==> src/rtl/arith_pkg.sv <==
// Shared widths and types for the arithmetic unit.
// Bit 1 of the architectural registers (the MSB) maps to index MAG_W-1,
// bit 30 (the LSB) maps to index 0; B[0] sits at index B_W-1.
package arith_pkg;

    localparam int MAG_W = 30;  // A, C and the magnitude part of B
    localparam int B_W   = 31;  // B including its overflow bit B[0]
    localparam int IO_W  = 4;   // serial output nibble C[1:4]

    typedef logic [MAG_W-1:0] mag_t;
    typedef logic [B_W-1:0]   breg_t;

    // Logical right shift of a magnitude by one, feeding fill_bit into the MSB.
    function automatic mag_t shr1(input mag_t v, input logic fill_bit);
        return {fill_bit, v[MAG_W-1:1]};
    endfunction

endpackage

==> src/rtl/arith_adder.sv <==
// 30-bit combinational adder shared by the carry status output and do_sum.
module arith_adder
    import arith_pkg::*;
(
    input  logic [MAG_W-1:0] a_in,
    input  logic [MAG_W-1:0] b_in,
    output logic [MAG_W-1:0] sum_out,
    output logic             carry_out
);

    // Widen by one bit so the carry out of bit 1 falls out of the add.
    always_comb begin
        {carry_out, sum_out} = {1'b0, a_in} + {1'b0, b_in};
    end

endmodule

==> src/rtl/arith_unit.sv <==
// Arithmetic unit datapath: accumulator A, B with overflow bit, and C.
// Each register picks one update per cycle from the command pulses in a
// fixed priority order; sum together with right shift forms a multiply step.
module arith_unit
    import arith_pkg::*;
(
    input  logic             clk,
    input  logic             resetn,

    input  logic             do_clear_a_from_ac,
    input  logic             do_clear_b_from_ac,
    input  logic             do_clear_c_from_ac,
    input  logic             do_not_a_from_ac,
    input  logic             do_not_b_from_ac,
    input  logic             do_sum_from_ac,
    input  logic             do_and_from_ac,
    input  logic             do_set_c_30_from_ac,
    input  logic             do_left_shift_b_from_ac,
    input  logic             do_left_shift_c_from_ac,
    input  logic             do_left_shift_c29_from_ac,
    input  logic             do_right_shift_bc_from_ac,
    input  logic             do_move_c_to_a_from_ac,
    input  logic             do_move_c_to_b_from_ac,
    input  logic             do_move_b_to_c_from_ac,
    input  logic             do_mem_to_c_from_ac,

    input  logic [MAG_W-1:0] read_data_from_mem,
    input  logic             shift_in_bit_from_io,

    input  logic             do_arr_c_from_pnl,
    input  logic [MAG_W-1:0] arr_reg_c_from_pnl,

    output logic             carry_out_to_ac,
    output logic             reg_c1_to_ac,
    output logic             reg_c30_to_ac,
    output logic             reg_b0_to_ac,

    output logic [MAG_W-1:0] reg_a_to_pnl,
    output logic [B_W-1:0]   reg_b_to_pnl,
    output logic [MAG_W-1:0] reg_c_to_pnl,
    output logic [MAG_W-1:0] write_data_to_mem,
    output logic [IO_W-1:0]  output_bits_to_io
);

    mag_t  a_q, a_d;
    breg_t b_q, b_d;
    mag_t  c_q, c_d;

    mag_t  add_sum;
    logic  add_carry;
    logic  mul_step;
    logic  c_shift_fill;

    arith_adder u_adder (
        .a_in      (a_q),
        .b_in      (b_q[MAG_W-1:0]),
        .sum_out   (add_sum),
        .carry_out (add_carry)
    );

    // A multiply step shifts the fresh sum, so its LSB (not old B[30]) moves into C[1].
    assign mul_step     = do_sum_from_ac && do_right_shift_bc_from_ac;
    assign c_shift_fill = mul_step ? add_sum[0] : b_q[0];

    // Next value of A: clear, then move from C, then complement.
    always_comb begin
        // NOTE: every combinationally assigned signal gets a default first so no latch is inferred.
        a_d = a_q;
        if (do_clear_a_from_ac) begin
            a_d = '0;
        end else if (do_move_c_to_a_from_ac) begin
            a_d = c_q;
        end else if (do_not_a_from_ac) begin
            a_d = ~a_q;
        end
    end

    // Next value of B: clear, move from C, sum (optionally shifted), left shift, right shift, complement.
    always_comb begin
        b_d = b_q;
        if (do_clear_b_from_ac) begin
            b_d = '0;
        end else if (do_move_c_to_b_from_ac) begin
            b_d = {1'b0, c_q};
        end else if (do_sum_from_ac) begin
            if (do_right_shift_bc_from_ac) begin
                b_d = {1'b0, add_carry, add_sum[MAG_W-1:1]};
            end else begin
                b_d = {add_carry, add_sum};
            end
        end else if (do_left_shift_b_from_ac) begin
            b_d = {b_q[MAG_W-1:0], c_q[MAG_W-1]};
        end else if (do_right_shift_bc_from_ac) begin
            b_d = {1'b0, b_q[B_W-1:1]};
        end else if (do_not_b_from_ac) begin
            b_d = {b_q[B_W-1], ~b_q[MAG_W-1:0]};
        end
    end

    // Next value of C: clear, move from B, memory, panel, AND, then shifts with optional set of C[30].
    always_comb begin
        c_d = c_q;
        if (do_clear_c_from_ac) begin
            c_d = '0;
        end else if (do_move_b_to_c_from_ac) begin
            c_d = b_q[MAG_W-1:0];
        end else if (do_mem_to_c_from_ac) begin
            c_d = read_data_from_mem;
        end else if (do_arr_c_from_pnl) begin
            c_d = arr_reg_c_from_pnl;
        end else if (do_and_from_ac) begin
            c_d = a_q & c_q;
        end else begin
            if (do_right_shift_bc_from_ac) begin
                c_d = shr1(c_q, c_shift_fill);
            end else if (do_left_shift_c_from_ac) begin
                if (do_left_shift_c29_from_ac) begin
                    c_d = {c_q[MAG_W-2:1], shift_in_bit_from_io, 1'b0};
                end else begin
                    c_d = {c_q[MAG_W-2:0], shift_in_bit_from_io};
                end
            end
            // Setting C[30] lands on top of whatever shift happened this cycle.
            if (do_set_c_30_from_ac) begin
                c_d[0] = 1'b1;
            end
        end
    end

    // Register state; asynchronous clear on resetn low.
    always_ff @(posedge clk or negedge resetn) begin
        if (!resetn) begin
            a_q <= '0;
            b_q <= '0;
            c_q <= '0;
        end else begin
            // NOTE: non-blocking so every register sees pre-edge values, which makes B<->C swaps legal.
            a_q <= a_d;
            b_q <= b_d;
            c_q <= c_d;
        end
    end

    assign carry_out_to_ac   = add_carry;
    assign reg_c1_to_ac      = c_q[MAG_W-1];
    assign reg_c30_to_ac     = c_q[0];
    assign reg_b0_to_ac      = b_q[B_W-1];
    assign reg_a_to_pnl      = a_q;
    assign reg_b_to_pnl      = b_q;
    assign reg_c_to_pnl      = c_q;
    assign write_data_to_mem = c_q;
    assign output_bits_to_io = c_q[MAG_W-1 -: IO_W];

endmodule

==> config.mk <==
export PLATFORM = sky130hd
export DESIGN_NAME = arith_unit
export DESIGN_NICKNAME = d
export VERILOG_FILES = /design/src/rtl/arith_pkg.sv /design/src/rtl/arith_adder.sv /design/src/rtl/arith_unit.sv
export SDC_FILE = /design/constraint.sdc
export NUM_CORES = 1
export LEC_CHECK = 0
export ABC_CLOCK_PERIOD_IN_PS = 7600
export BUFFER_PORTS_ARGS = -buffer_cell sky130_fd_sc_hd__buf_2
export CAP_MARGIN = 20
export CORE_MARGIN = 2
export CORE_UTILIZATION = 60
export DETAILED_ROUTE_END_ITERATION = 10
export PLACE_DENSITY_LB_ADDON = 0.1
export SYNTH_ARGS = -nofsm -noshare
export SYNTH_HDL_FRONTEND = slang
export SYNTH_SLANG_ARGS = --single-unit
==> constraint.sdc <==
create_clock -name clk -period 7.6 [get_ports clk]
set_input_delay 1.14 -clock clk [delete_from_list [all_inputs] [get_ports clk]]
set_output_delay 1.14 -clock clk [all_outputs]
set_load 0.02 [all_outputs]
==> summary.txt, run 1 <==
Status - completed
Starting density of the core - 0.609
Mean cell area of the mapped netlist - 7.73 µm²
TritonCTS Buffers - 9
Number of synthesized flops with an enable pin - 0
Final setup violation count - 0
Highest attainable clock frequency - 237 MHz
Share of synthesized cell area in full adder, half adder and majority cells - 0.0450
Max-cap violations - 0
Leftover overflow at the end of global routing - 0
Share of synthesized area occupied by flip-flops and latches - 0.259
Crit Path Class - reg -> out
Die X - 125 µm
Synthesis-to-layout area growth - 12.3%
Number of nets in the final layout - 1,352
Core outline area - 14,400 µm²
First-pass DRT Iterations - 5
CP max FO - 5
Via density - 6.50
CP startpoint kind - flip-flop
Simple-gate area share of the yosys netlist - 0.154
Maximum clock path buffer count - 2
Die Height - 125 µm
Psw - 0.595 mW
Area share of the largest cell type after synthesis - 0.259
Warnings from Yosys - 0
Cell breakdown of the critical path - ha_1 > inv_1 > fa_1 > and2b_1 > o2111ai_2 > a21o_1 > a311oi_4 > o21ai_2 > a21oi_4 > buf_2
Total wire length after detailed routing - 28.5 mm
Final number of hold-violating endpoints - 0
Total count of max-transition violations in the final report - 0
Clock power frac - 0.306
Post-synthesis cell type count - 79
Sum Neg Setup Slack - 0 ns
Biggest cell delay along the critical path - 0.42 ns
I/O Buffers - 208
GR Util All Layers - 0.358
XOR/XNOR share of the synthesized area - 0.0538
Clock sink count - 91
Internal - 0.971 mW
Cell types with the largest area share after synthesis - sky130_fd_sc_hd__dfrtp_1 (26%), sky130_fd_sc_hd__mux2i_1 (8.8%), sky130_fd_sc_hd__nor2_1 (6.4%), sky130_fd_sc_hd__a21oi_1 (5.6%), sky130_fd_sc_hd__o21ai_0 (5.4%)
Peak VDD IR - 0.000134 V
Clock-pin slew of the registers on the worst-case setup and hold paths - 0.07 ns
Async SR Flop Fraction - 1.00
Cell area after synthesis - 8780 µm²
Post-CTS setup-driven buffer insertion count - 0
I/O pins - 209
Fraction of power consumed by sequential logic - 0.373
Synthesized Nets - 1,247
First-pass GRT wire length - 45.7 mm
Ant diodes - 0
Number of flip-flops and latches in the synthesized netlist - 91
Crit path DAT - 3.07 ns
Switching share of total power - 0.380
Family with the most delay on the worst path - compound AO/OA/AOI/OAI gates
Worst min path class - reg -> reg
Worst-case clock skew - 0.0104 ns
Cell row count - 44
Count of placed standard cells in the final layout, fillers left out - 1,430
Total number of vias - 9,294
Hold-fix buffers at CTS - 0
Most frequent cells after synthesis - sky130_fd_sc_hd__nor2_1 (149), sky130_fd_sc_hd__nand2_1 (110), sky130_fd_sc_hd__a21oi_1 (98), sky130_fd_sc_hd__o21ai_0 (94), sky130_fd_sc_hd__dfrtp_1 (91)
Buffer cell driving the clock tree root - sky130_fd_sc_hd__clkbuf_16
Cell area power density - 159 nW/µm²
Iter 0 DRT Violations - 984
Routed length per instance - 19.9 µm
Most instantiated flip-flop cell in the synthesis netlist - sky130_fd_sc_hd__dfrtp_1
Worst-skew pair later-pin latency - 0.36 ns
TritonCTS clock tree - built
Actual slew at the worst max-slew pin - 1.11 ns
Critical path buffer and inverter count - 2
Residual DRC count - 0
Compound-Gate Fraction of Synth Area - 0.307
Max_slew headroom - 0.261
Number of antenna violations at the first check in global routing - 0
Post-synthesis cell type with the largest combined area - sky130_fd_sc_hd__dfrtp_1
Routability-driven placement congestion ratio - 0.950
Area of the die - 15,600 µm²
Data required time at the worst endpoint - 6.46 ns
Largest net degree at the start of global routing - 65
Final period utilization - 0.554
Capturing element type of the critical path - primary output
Mux share of post-synthesis cell area - 0.0954
CTS H-tree lvls - 3
Leak pwr - 4.69 nW
RSZ-0062 raised after global routing - false
Shortest period the worst path allows - 4.21 ns
Combinational share of power - 0.321
Number of instances in the synthesized netlist - 1,136
Antenna Nets Post-Route - 0
HPWL after detailed placement - 19.0 mm
Share of post-route cells with drive strength above 1 - 0.210
Post_cts resized - 0
Vias in the first global route - 8,560
Critical-path top delay cell - sky130_fd_sc_hd__fa_1
Main combinational cell family by area after synthesis - compound AO/OA/AOI/OAI gates
Leading cell type by number of instances after synthesis - sky130_fd_sc_hd__nor2_1
Cell total after placement - 1,411
-- through the flow --
step	cell area [µm²]	power (mW)	hold slack [ns]	worst slack, ns	util
floorplan	8780	0.937	0.677	4.08	-
global placement	9480	1.07	0.625	3.63	0.657
detailed placement	9480	1.08	0.626	3.36	0.657
CTS	9780	1.55	0.651	3.41	0.678
global route	9870	1.63	0.698	3.21	0.684
finish	9870	1.57	0.658	3.39	0.684
-- flip-flops by register name, indices dropped and copies added, names as in the netlist --
| signal | cells |
|---|---|
| reg_b_to_pnl | 31 |
| reg_c_to_pnl | 30 |
| reg_a_to_pnl | 30 |
-- worst register-to-register path, stage by stage, from the launching register on --
cell	delay, ns
sky130_fd_sc_hd__dfrtp_1	0.41
sky130_fd_sc_hd__ha_1	0.21
sky130_fd_sc_hd__inv_1	0.06
sky130_fd_sc_hd__fa_1	0.42
sky130_fd_sc_hd__and2b_1	0.25
sky130_fd_sc_hd__o2111ai_2	0.19
sky130_fd_sc_hd__a21o_1	0.26
sky130_fd_sc_hd__a311oi_4	0.39
sky130_fd_sc_hd__o21ai_2	0.12
sky130_fd_sc_hd__a21oi_4	0.19
sky130_fd_sc_hd__a21oi_1	0.11
sky130_fd_sc_hd__a2111oi_2	0.39
-- layout make-up --
type | count | area [µm²]
clock buffers | 10 | 239
flip-flops and latches | 91 | 2280
inverters | 29 | 109
repair buffers | 219 | 1190
well taps | 184 | 230
multi-input cells | 891 | 5760
fillers | 1291 | 4560
clock inverters | 6 | 62.6
-- cell usage in the layout (no fill, tap or decap), drive strengths merged, types with 7 or more instances in the layout --
cell    instances
buf           219
nor2          150
nand2         110
a21oi         103
o21ai         103
dfrtp          91
mux2i          77
xnor2          49
a211oi         33
a31oi          32
ha             30
inv            30
a22o           29
nor3           13
o22ai          12
a21o           11
clkbuf         10
nand3           8
a22oi           8
o31ai           8
nand4           7
o21a            7
-- cells by family (layout without fill, tap and decap cells) --
family / Yosys count / count (layout)
AOI/OAI and AO/OA: 403 / 403
and+or+nand+nor: 320 / 320
buffers and inverters: 154 / 264
DFF: 91 / 91
muxes: 83 / 83
xor gates and xnor gates: 54 / 54
adders and majority gates: 31 / 31
-- path summary, 6_finish.rpt --
| path | from | end | slack (ns) | depth (start not counted) |
|---|---|---|---|---|
| worst max register to register | reg_b_to_pnl[0] | reg_b_to_pnl[29] | 4.50 | 11 |
| max in group asynchronous | resetn | reg_c_to_pnl[1] | 5.66 | 2 |
| min in group asynchronous | resetn | reg_c_to_pnl[28] | 0.70 | 1 |
| worst max-delay path | reg_b_to_pnl[0] | carry_out_to_ac | 3.39 | 10 |
| worst min-delay path | reg_b_to_pnl[21] | reg_b_to_pnl[21] | 0.66 | 2 |
| worst min register to register | reg_b_to_pnl[21] | reg_b_to_pnl[21] | 0.66 | 2 |
-- power by group through the flow --
stage	registers (mW)	clock network, mW	logic [mW]
after CTS	0.581	0.478	0.492
final	0.584	0.479	0.503
after floorplan	0.608	0	0.329
after global placement	0.590	0	0.482
after detailed placement	0.590	0	0.489
after global routing	0.588	0.496	0.549
-- routing by layer --
metal  GRT usage  up-vias  part of all wire
li1            -     4316                 -
met1       0.502     4363              0.42
met2       0.584      564              0.46
met3      0.0454       51             0.095
met4       0.102        0             0.017
met5           0        -                 0
No activity file was read; power rests on OpenSTA's default activity.
==> run 2, diff against run 1 <==
--- a/config.mk
+++ b/config.mk
@@ -5,11 +5,12 @@
 export SDC_FILE = /design/constraint.sdc
 export NUM_CORES = 1
 export LEC_CHECK = 0
-export ABC_CLOCK_PERIOD_IN_PS = 7600
+export ABC_AREA = 1
+export ABC_CLOCK_PERIOD_IN_PS = 4350
 export BUFFER_PORTS_ARGS = -buffer_cell sky130_fd_sc_hd__buf_2
 export CAP_MARGIN = 20
 export CORE_MARGIN = 2
-export CORE_UTILIZATION = 60
+export CORE_UTILIZATION = 56
 export DETAILED_ROUTE_END_ITERATION = 10
 export PLACE_DENSITY_LB_ADDON = 0.1
 export SYNTH_ARGS = -nofsm -noshare
==> constraint.sdc (replaced) <==
create_clock -name clk -period 4.35 [get_ports clk]
set_input_delay 0.6525 -clock clk [delete_from_list [all_inputs] [get_ports clk]]
set_output_delay 0.6525 -clock clk [all_outputs]
set_load 0.02 [all_outputs]
==> run 2 against run 1 <==
Net effect: synthesized cell count increased by 24%; die area increased by 7.7%; clock skew decreased by 0.0037 ns; largest cell class unchanged; critical path depth increased by 3; register-to-register slack got worse by 2.7 ns; critical path type unchanged; area after synthesis increased by 0.75%.
==> summary.txt, run 2 <==
CP startpoint kind - flip-flop (unchanged)
Area of the die - 16,800 µm² (was 15,600 µm²)
Reg2reg path depth - 15 (was 11)
Post-CTS setup-driven buffer insertion count - 0 (unchanged)
Routability-driven placement congestion ratio - 1.00 (was 0.950)
Number of nets in the final layout - 1,638 (was 1,352)
Vias in the first global route - 9,450 (was 8,560)
Critical path buffer and inverter count - 3 (was 2)
Antenna Nets Post-Route - 0 (unchanged)
Critical-path top delay cell - sky130_fd_sc_hd__dfrtp_1 (was sky130_fd_sc_hd__fa_1)
Async SR Flop Fraction - 1.00 (unchanged)
Capturing element type of the critical path - primary output (unchanged)
Die X - 130 µm (was 125 µm)
Starting density of the core - 0.578 (was 0.609)
Clock-pin slew of the registers on the worst-case setup and hold paths - 0.07 ns (about the same)
I/O pins - 209 (unchanged)
Layout fillers - 1,556 (was 1,291)
Worst min path class - in -> async (was reg -> reg)
Cell row count - 45 (was 44)
Sum Neg Setup Slack - 0 ns (unchanged)
Data required time at the worst endpoint - 3.70 ns (was 6.46 ns)
Hold-fix buffers at CTS - 0 (unchanged)
Flop2flop setup slack - 1.79 ns (was 4.50 ns)
Max FFs per register - 31 (unchanged)
CP max FO - 5 (unchanged)
Cell area power density - 297 nW/µm² (was 159 nW/µm²)
Iter 0 DRT Violations - 1,022 (was 984)
Worst-case clock skew - 0.00672 ns (was 0.0104 ns)
Most frequent CP cell - sky130_fd_sc_hd__nand2_1
Peak VDD IR - 0.000185 V (was 0.000134 V)
Most frequent cells after synthesis - sky130_fd_sc_hd__nand2_1 (406), sky130_fd_sc_hd__inv_1 (159), sky130_fd_sc_hd__o21ai_0 (152), sky130_fd_sc_hd__nand3_1 (140), sky130_fd_sc_hd__a21oi_1 (107) (was sky130_fd_sc_hd__nor2_1 (149), sky130_fd_sc_hd__nand2_1 (110), sky130_fd_sc_hd__a21oi_1 (98), sky130_fd_sc_hd__o21ai_0 (94), sky130_fd_sc_hd__dfrtp_1 (91))
Routed length per instance - 18.2 µm (was 19.9 µm)
Cell breakdown of the critical path - ha_1 > inv_1 > fa_1 > inv_1 > nand3_1 > nand3_1 > nand2_1 > nand2_1 > nand2_1 > nand2_1 > nand4_1 > nand2_1 > buf_2 (was ha_1 > inv_1 > fa_1 > and2b_1 > o2111ai_2 > a21o_1 > a311oi_4 > o21ai_2 > a21oi_4 > buf_2)
CTS H-tree lvls - 3 (unchanged)
Final period utilization - 0.768
Area share of the largest cell type after synthesis - 0.257 (was 0.259)
Post-synthesis cell type with the largest combined area - sky130_fd_sc_hd__dfrtp_1 (unchanged)
Post-synthesis cell type count - 41 (was 79)
HPWL after detailed placement - 23.0 mm (was 19.0 mm)
Most instantiated flip-flop cell in the synthesis netlist - sky130_fd_sc_hd__dfrtp_1 (unchanged)
First-pass GRT wire length - 49.1 mm (was 45.7 mm)
Share of synthesized area occupied by flip-flops and latches - 0.257 (was 0.259)
Number of instances in the synthesized netlist - 1,411 (was 1,136)
Max-cap violations - 0 (unchanged)
I/O Buffers - 208 (unchanged)
Ant diodes - 0 (unchanged)
Most common cell after layout, fill and taps aside - sky130_fd_sc_hd__nand2_1 (was sky130_fd_sc_hd__buf_2)
Via density - 6.01 (was 6.50)
Final setup margin - 1.01 ns (was 3.39 ns)
Cell types with the largest area share after synthesis - sky130_fd_sc_hd__dfrtp_1 (26%), sky130_fd_sc_hd__nand2_1 (17%), sky130_fd_sc_hd__o21ai_0 (8.6%), sky130_fd_sc_hd__nand3_1 (7.9%), sky130_fd_sc_hd__inv_1 (6.7%) (was sky130_fd_sc_hd__dfrtp_1 (26%), sky130_fd_sc_hd__mux2i_1 (8.8%), sky130_fd_sc_hd__nor2_1 (6.4%), sky130_fd_sc_hd__a21oi_1 (5.6%), sky130_fd_sc_hd__o21ai_0 (5.4%))
Synthesized Nets - 1,522 (was 1,247)
Warnings from Yosys - 0 (unchanged)
Total count of max-transition violations in the final report - 0 (unchanged)
Final setup violation count - 0 (unchanged)
Largest net degree at the start of global routing - 73 (was 65)
Number of antenna violations at the first check in global routing - 0 (unchanged)
Crit path DAT - 2.69 ns (was 3.07 ns)
Highest-count cells in the layout ignoring fill and taps - sky130_fd_sc_hd__nand2_1 (406), sky130_fd_sc_hd__buf_2 (207), sky130_fd_sc_hd__inv_1 (158) (was sky130_fd_sc_hd__buf_2 (206), sky130_fd_sc_hd__nor2_1 (148), sky130_fd_sc_hd__nand2_1 (110))
Share of post-route cells with drive strength above 1 - 0.163 (was 0.210)
Final number of hold-violating endpoints - 0 (unchanged)
Synthesis-to-layout area growth - 12.2% (was 12.3%)
Residual DRC count - 0 (unchanged)
Leak pwr - 5.11 nW (was 4.69 nW)
Worst-skew pair later-pin latency - 0.36 ns (about the same)
Number of synthesized flops with an enable pin - 0 (unchanged)
Endpoint of the worst register-to-register path - reg_b_to_pnl[27] (was reg_b_to_pnl[29])
TritonCTS clock tree - built (unchanged)
Shortest period the worst path allows - 3.34 ns
Buffer cell driving the clock tree root - sky130_fd_sc_hd__clkbuf_16 (unchanged)
RSZ-0062 raised after global routing - false (unchanged)
Setup slack after placement - 1.24 ns (was 3.36 ns)
Status - completed (unchanged)
Leading cell type by number of instances after synthesis - sky130_fd_sc_hd__nand2_1 (was sky130_fd_sc_hd__nor2_1)
Total number of vias - 10,500 (was 9,294)
Worst Hold Margin - 0.426 ns (was 0.658 ns)
Mean cell area of the mapped netlist - 6.27 µm² (was 7.73 µm²)
Cell area after synthesis - 8850 µm² (was 8780 µm²)
Clock sink count - 91 (unchanged)
Die Height - 130 µm (was 125 µm)
Leftover overflow at the end of global routing - 0 (unchanged)
Actual slew at the worst max-slew pin - 0.997 ns (was 1.11 ns)
Core outline area - 15,300 µm² (was 14,400 µm²)
Crit Path Class - reg -> out (unchanged)
Post_cts resized - 0 (unchanged)
Biggest cell delay along the critical path - 0.44 ns (was 0.42 ns)
Max_slew headroom - 0.334 (was 0.261)
Total wire length after detailed routing - 31.7 mm (was 28.5 mm)
GR Util All Layers - 0.370 (was 0.358)
Launch point of the worst reg-to-reg path - reg_b_to_pnl[0] (unchanged)
Power, Total - 2.94 mW (was 1.57 mW)
Number of flip-flops and latches in the synthesized netlist - 91 (unchanged)
TritonCTS Buffers - 9 (unchanged)
Family with the most delay on the worst path - simple AND/OR/NAND/NOR gates (was compound AO/OA/AOI/OAI gates)
Maximum clock path buffer count - 2 (unchanged)
First-pass DRT Iterations - 6 (was 5)
Highest attainable clock frequency - 299 MHz
run 2: where the power goes:
part           total [mW]  internal, mW  switching, mW
Sequential           1.07         0.919          0.148
Clock               0.790         0.421          0.369
Combinational        1.09         0.361          0.727
Total                2.94          1.70           1.24
run 2: how the worst max path moves through the flow:
| stage | from | endpoint | depth (start not counted) |
|---|---|---|---|
| finish | reg_b_to_pnl[0] | carry_out_to_ac | 13 |
| global route | reg_b_to_pnl[0] | carry_out_to_ac | 13 |
| CTS | reg_b_to_pnl[0] | carry_out_to_ac | 13 |
| detailed placement | do_sum_from_ac | reg_b_to_pnl[2] | 9 |
| global placement | do_sum_from_ac | reg_b_to_pnl[0] | 9 |
| floorplan | reg_b_to_pnl[0] | carry_out_to_ac | 12 |
run 2: cells by family (layout without fill, tap and decap cells):
family                     count (synthesis)  count (layout)  share of synthesized area
DFF                                       91              91                      0.257
buffers and inverters                    281             402                      0.141
AOI/OAI and AO/OA                        378             378                      0.254
xor gates and xnor gates                  11              11                     0.0109
and+or+nand+nor                          619             619                      0.292
adders and majority gates                 31              31                     0.0447
run 2: metal layers:
layer  GRT usage  part of all wire  up-vias
li1            -                 -     4989
met1       0.527              0.43     4809
met2       0.574              0.45      619
met3      0.0738              0.11       56
met4       0.106             0.018        0
met5           0                 0        -
run 2: cell type report:
type / instances / area [µm²] / share of cell area
multi-input combinational: 1039 / 5340 / 0.537
inverter: 164 / 616 / 0.0620
tap: 211 / 264 / 0.0266
clock inverter: 5 / 36.3 / 0.00365
clock buffer: 11 / 253 / 0.0255
timing repair buffer: 222 / 1150 / 0.116
sequential: 91 / 2280 / 0.229
run 2: per-stage QoR:
| step | instance area (µm²) | instances | utilization |
|---|---|---|---|
| global route | 9930 | 1743 | 0.648 |
| CTS | 9930 | 1743 | 0.648 |
| floorplan | 8850 | 1411 | - |
| global placement | 9640 | 1727 | 0.629 |
| finish | 9930 | 1743 | 0.648 |
| detailed placement | 9640 | 1727 | 0.629 |
==> run 3, diff against run 2 <==
--- a/config.mk
+++ b/config.mk
@@ -6,11 +6,11 @@
 export NUM_CORES = 1
 export LEC_CHECK = 0
 export ABC_AREA = 1
-export ABC_CLOCK_PERIOD_IN_PS = 4350
+export ABC_CLOCK_PERIOD_IN_PS = 2700
 export BUFFER_PORTS_ARGS = -buffer_cell sky130_fd_sc_hd__buf_2
 export CAP_MARGIN = 20
 export CORE_MARGIN = 2
-export CORE_UTILIZATION = 56
+export CORE_UTILIZATION = 50
 export DETAILED_ROUTE_END_ITERATION = 10
 export PLACE_DENSITY_LB_ADDON = 0.1
 export SYNTH_ARGS = -nofsm -noshare
==> constraint.sdc (replaced) <==
create_clock -name clk -period 2.7 [get_ports clk]
set_input_delay 0.405 -clock clk [delete_from_list [all_inputs] [get_ports clk]]
set_output_delay 0.405 -clock clk [all_outputs]
set_load 0.02 [all_outputs]
==> run 3 against run 2 <==
Net effect: the run now ends with negative hold slack left; count of clock-buffer cells in the layout fell by 1; final cell count rose by 2.9%; worst setup slack worse by 0.95 ns; sequential power rose by 59%; highest routed layer unchanged.
==> summary.txt, run 3 (synthesis results as in run 2) <==
Highest attainable clock frequency - 378 MHz
Core outline area - 17,300 µm² (was 15,300 µm²)
Worst min path class - in -> async (unchanged)
Routability-driven placement congestion ratio - 1.00 (about the same)
Status - complete, but fails checks (was completed)
Setup slack after placement - 0.182 ns (was 1.24 ns)
CP startpoint kind - flip-flop (unchanged)
Routed length per instance - 18.3 µm (was 18.2 µm)
Most common cell after layout, fill and taps aside - sky130_fd_sc_hd__nand2_1 (unchanged)
TritonCTS clock tree - built (unchanged)
Hold-fix buffers at CTS - 0 (unchanged)
Cell row count - 48 (was 45)
Worst-case clock skew - 0.00740 ns (was 0.00672 ns)
Die X - 137 µm (was 130 µm)
Ant diodes - 0 (unchanged)
Total count of max-transition violations in the final report - 0 (unchanged)
Data required time at the worst endpoint - 2.30 ns (was 3.70 ns)
Leak pwr - 5.31 nW (was 5.11 nW)
Total wire length after detailed routing - 32.9 mm (was 31.7 mm)
Number of antenna violations at the first check in global routing - 0 (unchanged)
Worst-skew pair later-pin latency - 0.36 ns (about the same)
RSZ-0062 raised after global routing - true (was false)
Endpoint of the worst register-to-register path - reg_b_to_pnl[24] (was reg_b_to_pnl[27])
I/O pins - 209 (unchanged)
Flop2flop setup slack - 0.38 ns (was 1.79 ns)
Capturing element type of the critical path - primary output (unchanged)
Cell area power density - 476 nW/µm² (was 297 nW/µm²)
Max_slew headroom - 0.475 (was 0.334)
Highest-count cells in the layout ignoring fill and taps - sky130_fd_sc_hd__nand2_1 (400), sky130_fd_sc_hd__buf_2 (206), sky130_fd_sc_hd__inv_1 (156) (was sky130_fd_sc_hd__nand2_1 (406), sky130_fd_sc_hd__buf_2 (207), sky130_fd_sc_hd__inv_1 (158))
Maximum clock path buffer count - 2 (unchanged)
Max FFs per register - 31 (unchanged)
Shortest period the worst path allows - 2.64 ns
Cell total after placement - 1,769 (was 1,727)
Iter 0 DRT Violations - 897 (was 1,022)
Actual slew at the worst max-slew pin - 0.788 ns (was 0.997 ns)
First-pass DRT Iterations - 5 (was 6)
Final period utilization - 0.979
Total number of vias - 10,500 (about the same)
Buffer cell driving the clock tree root - sky130_fd_sc_hd__clkbuf_16 (unchanged)
Clock sink count - 91 (unchanged)
Share of post-route cells with drive strength above 1 - 0.201 (was 0.163)
Launch point of the worst reg-to-reg path - reg_b_to_pnl[7] (was reg_b_to_pnl[0])
Crit Path Class - reg -> out (unchanged)
Sum Neg Setup Slack - 0 ns (unchanged)
First-pass GRT wire length - 51.2 mm (was 49.1 mm)
GR Util All Layers - 0.348 (was 0.370)
Vias in the first global route - 9,467 (was 9,450)
Final number of hold-violating endpoints - 5 (was 0)
Starting density of the core - 0.512 (was 0.578)
Final setup margin - 0.0556 ns (was 1.01 ns)
Number of nets in the final layout - 1,675 (was 1,638)
CP max FO - 3 (was 5)
Layout fillers - 1,788 (was 1,556)
Peak VDD IR - 0.000304 V (was 0.000185 V)
Max-cap violations - 0 (unchanged)
Residual DRC count - 0 (unchanged)
CTS H-tree lvls - 3 (unchanged)
Synthesis-to-layout area growth - 17.9% (was 12.2%)
TritonCTS Buffers - 9 (unchanged)
Crit path DAT - 2.24 ns (was 2.69 ns)
Antenna Nets Post-Route - 0 (unchanged)
Clock-pin slew of the registers on the worst-case setup and hold paths - 0.06 ns (was 0.07 ns)
I/O Buffers - 208 (unchanged)
Leftover overflow at the end of global routing - 0 (unchanged)
Worst Hold Margin - -0.00442 ns (was 0.426 ns)
Largest net degree at the start of global routing - 60 (was 73)
Final setup violation count - 0 (unchanged)
Die Height - 137 µm (was 130 µm)
Count of placed standard cells in the final layout, fillers left out - 1,793 (was 1,743)
Via density - 5.84 (was 6.01)
Reg2reg path depth - 14 (was 15)
HPWL after detailed placement - 25.0 mm (was 23.0 mm)
Failing checks - negative hold slack
End-of-flow core utilization - 0.603 (was 0.648)
Area of the die - 18,800 µm² (was 16,800 µm²)
==> run 3: power by group <==
part / total (mW) / internal (mW) / leakage [nW] / switching, mW
Combinational: 1.89 / 0.663 / 3.98 / 1.23
Sequential: 1.70 / 1.48 / 1.17 / 0.218
Clock: 1.37 / 0.805 / 0.152 / 0.566
Total: 4.97 / 2.95 / 5.31 / 2.01
==> run 3: repair_timing <==
action,CTS,global route
hold endpoints to repair,0,0
buffers inserted,2,7
resized for setup,7,27
gates cloned,0,0
pin swaps,2,5
setup endpoints to repair,1,1
==> run 3: worst max-delay path by stage <==
stage	from	endpoint	slack, ns	cells past startpoint
floorplan	reg_b_to_pnl[0]	carry_out_to_ac	0.28	12
global placement	reg_a_to_pnl[0]	carry_out_to_ac	0.24	13
detailed placement	reg_a_to_pnl[0]	carry_out_to_ac	0.18	13
CTS	reg_b_to_pnl[0]	carry_out_to_ac	0.01	13
global route	reg_a_to_pnl[0]	carry_out_to_ac	-0.06	13
finish	reg_a_to_pnl[0]	carry_out_to_ac	0.06	13
==> run 3: per-layer routing <==
layer / global-route usage / share of wire / wire length [µm]
met3: 0.0652 / 0.090 / 2950
met2: 0.535 / 0.45 / 14700
met4: 0.108 / 0.021 / 692
met5: 0 / 0 / 0
met1: 0.495 / 0.44 / 14500
==> run 3: cell type report <==
class | count | area, µm² | area share
clock buffers | 10 | 229 | 0.0219
clock inverters | 5 | 78.8 | 0.00755
inverters | 164 | 616 | 0.0590
multi-input cells | 1039 | 5490 | 0.526
flip-flops and latches | 91 | 2280 | 0.219
well taps | 225 | 282 | 0.0270
repair buffers | 259 | 1460 | 0.140
==> run 3: through the flow <==
stage | hold WS [ns] | power [mW] | cell area (µm²)
3_5_place_dp | 0.382 | 3.51 | 9890
3_3_place_gp | 0.388 | 3.50 | 9890
5_1_grt | 0.0342 | 5.24 | 10400
6_report | -0.00442 | 4.97 | 10400
4_1_cts | 0.00199 | 4.89 | 10200
2_1_floorplan | 0.109 | 2.91 | 8850
==> run 3: critical path: stages (launching register included) <==
cell and delay (ns):
sky130_fd_sc_hd__dfrtp_1 0.36, sky130_fd_sc_hd__ha_2 0.21, sky130_fd_sc_hd__inv_2 0.05, sky130_fd_sc_hd__fa_2 0.39, sky130_fd_sc_hd__inv_2 0.07, sky130_fd_sc_hd__nand3_2 0.06
sky130_fd_sc_hd__nand3_2 0.08, sky130_fd_sc_hd__nand2_2 0.05, sky130_fd_sc_hd__nand2_2 0.09, sky130_fd_sc_hd__nand2_2 0.05, sky130_fd_sc_hd__nand2_2 0.06, sky130_fd_sc_hd__nand4_1 0.12
sky130_fd_sc_hd__nand2_2 0.15, sky130_fd_sc_hd__buf_6 0.13
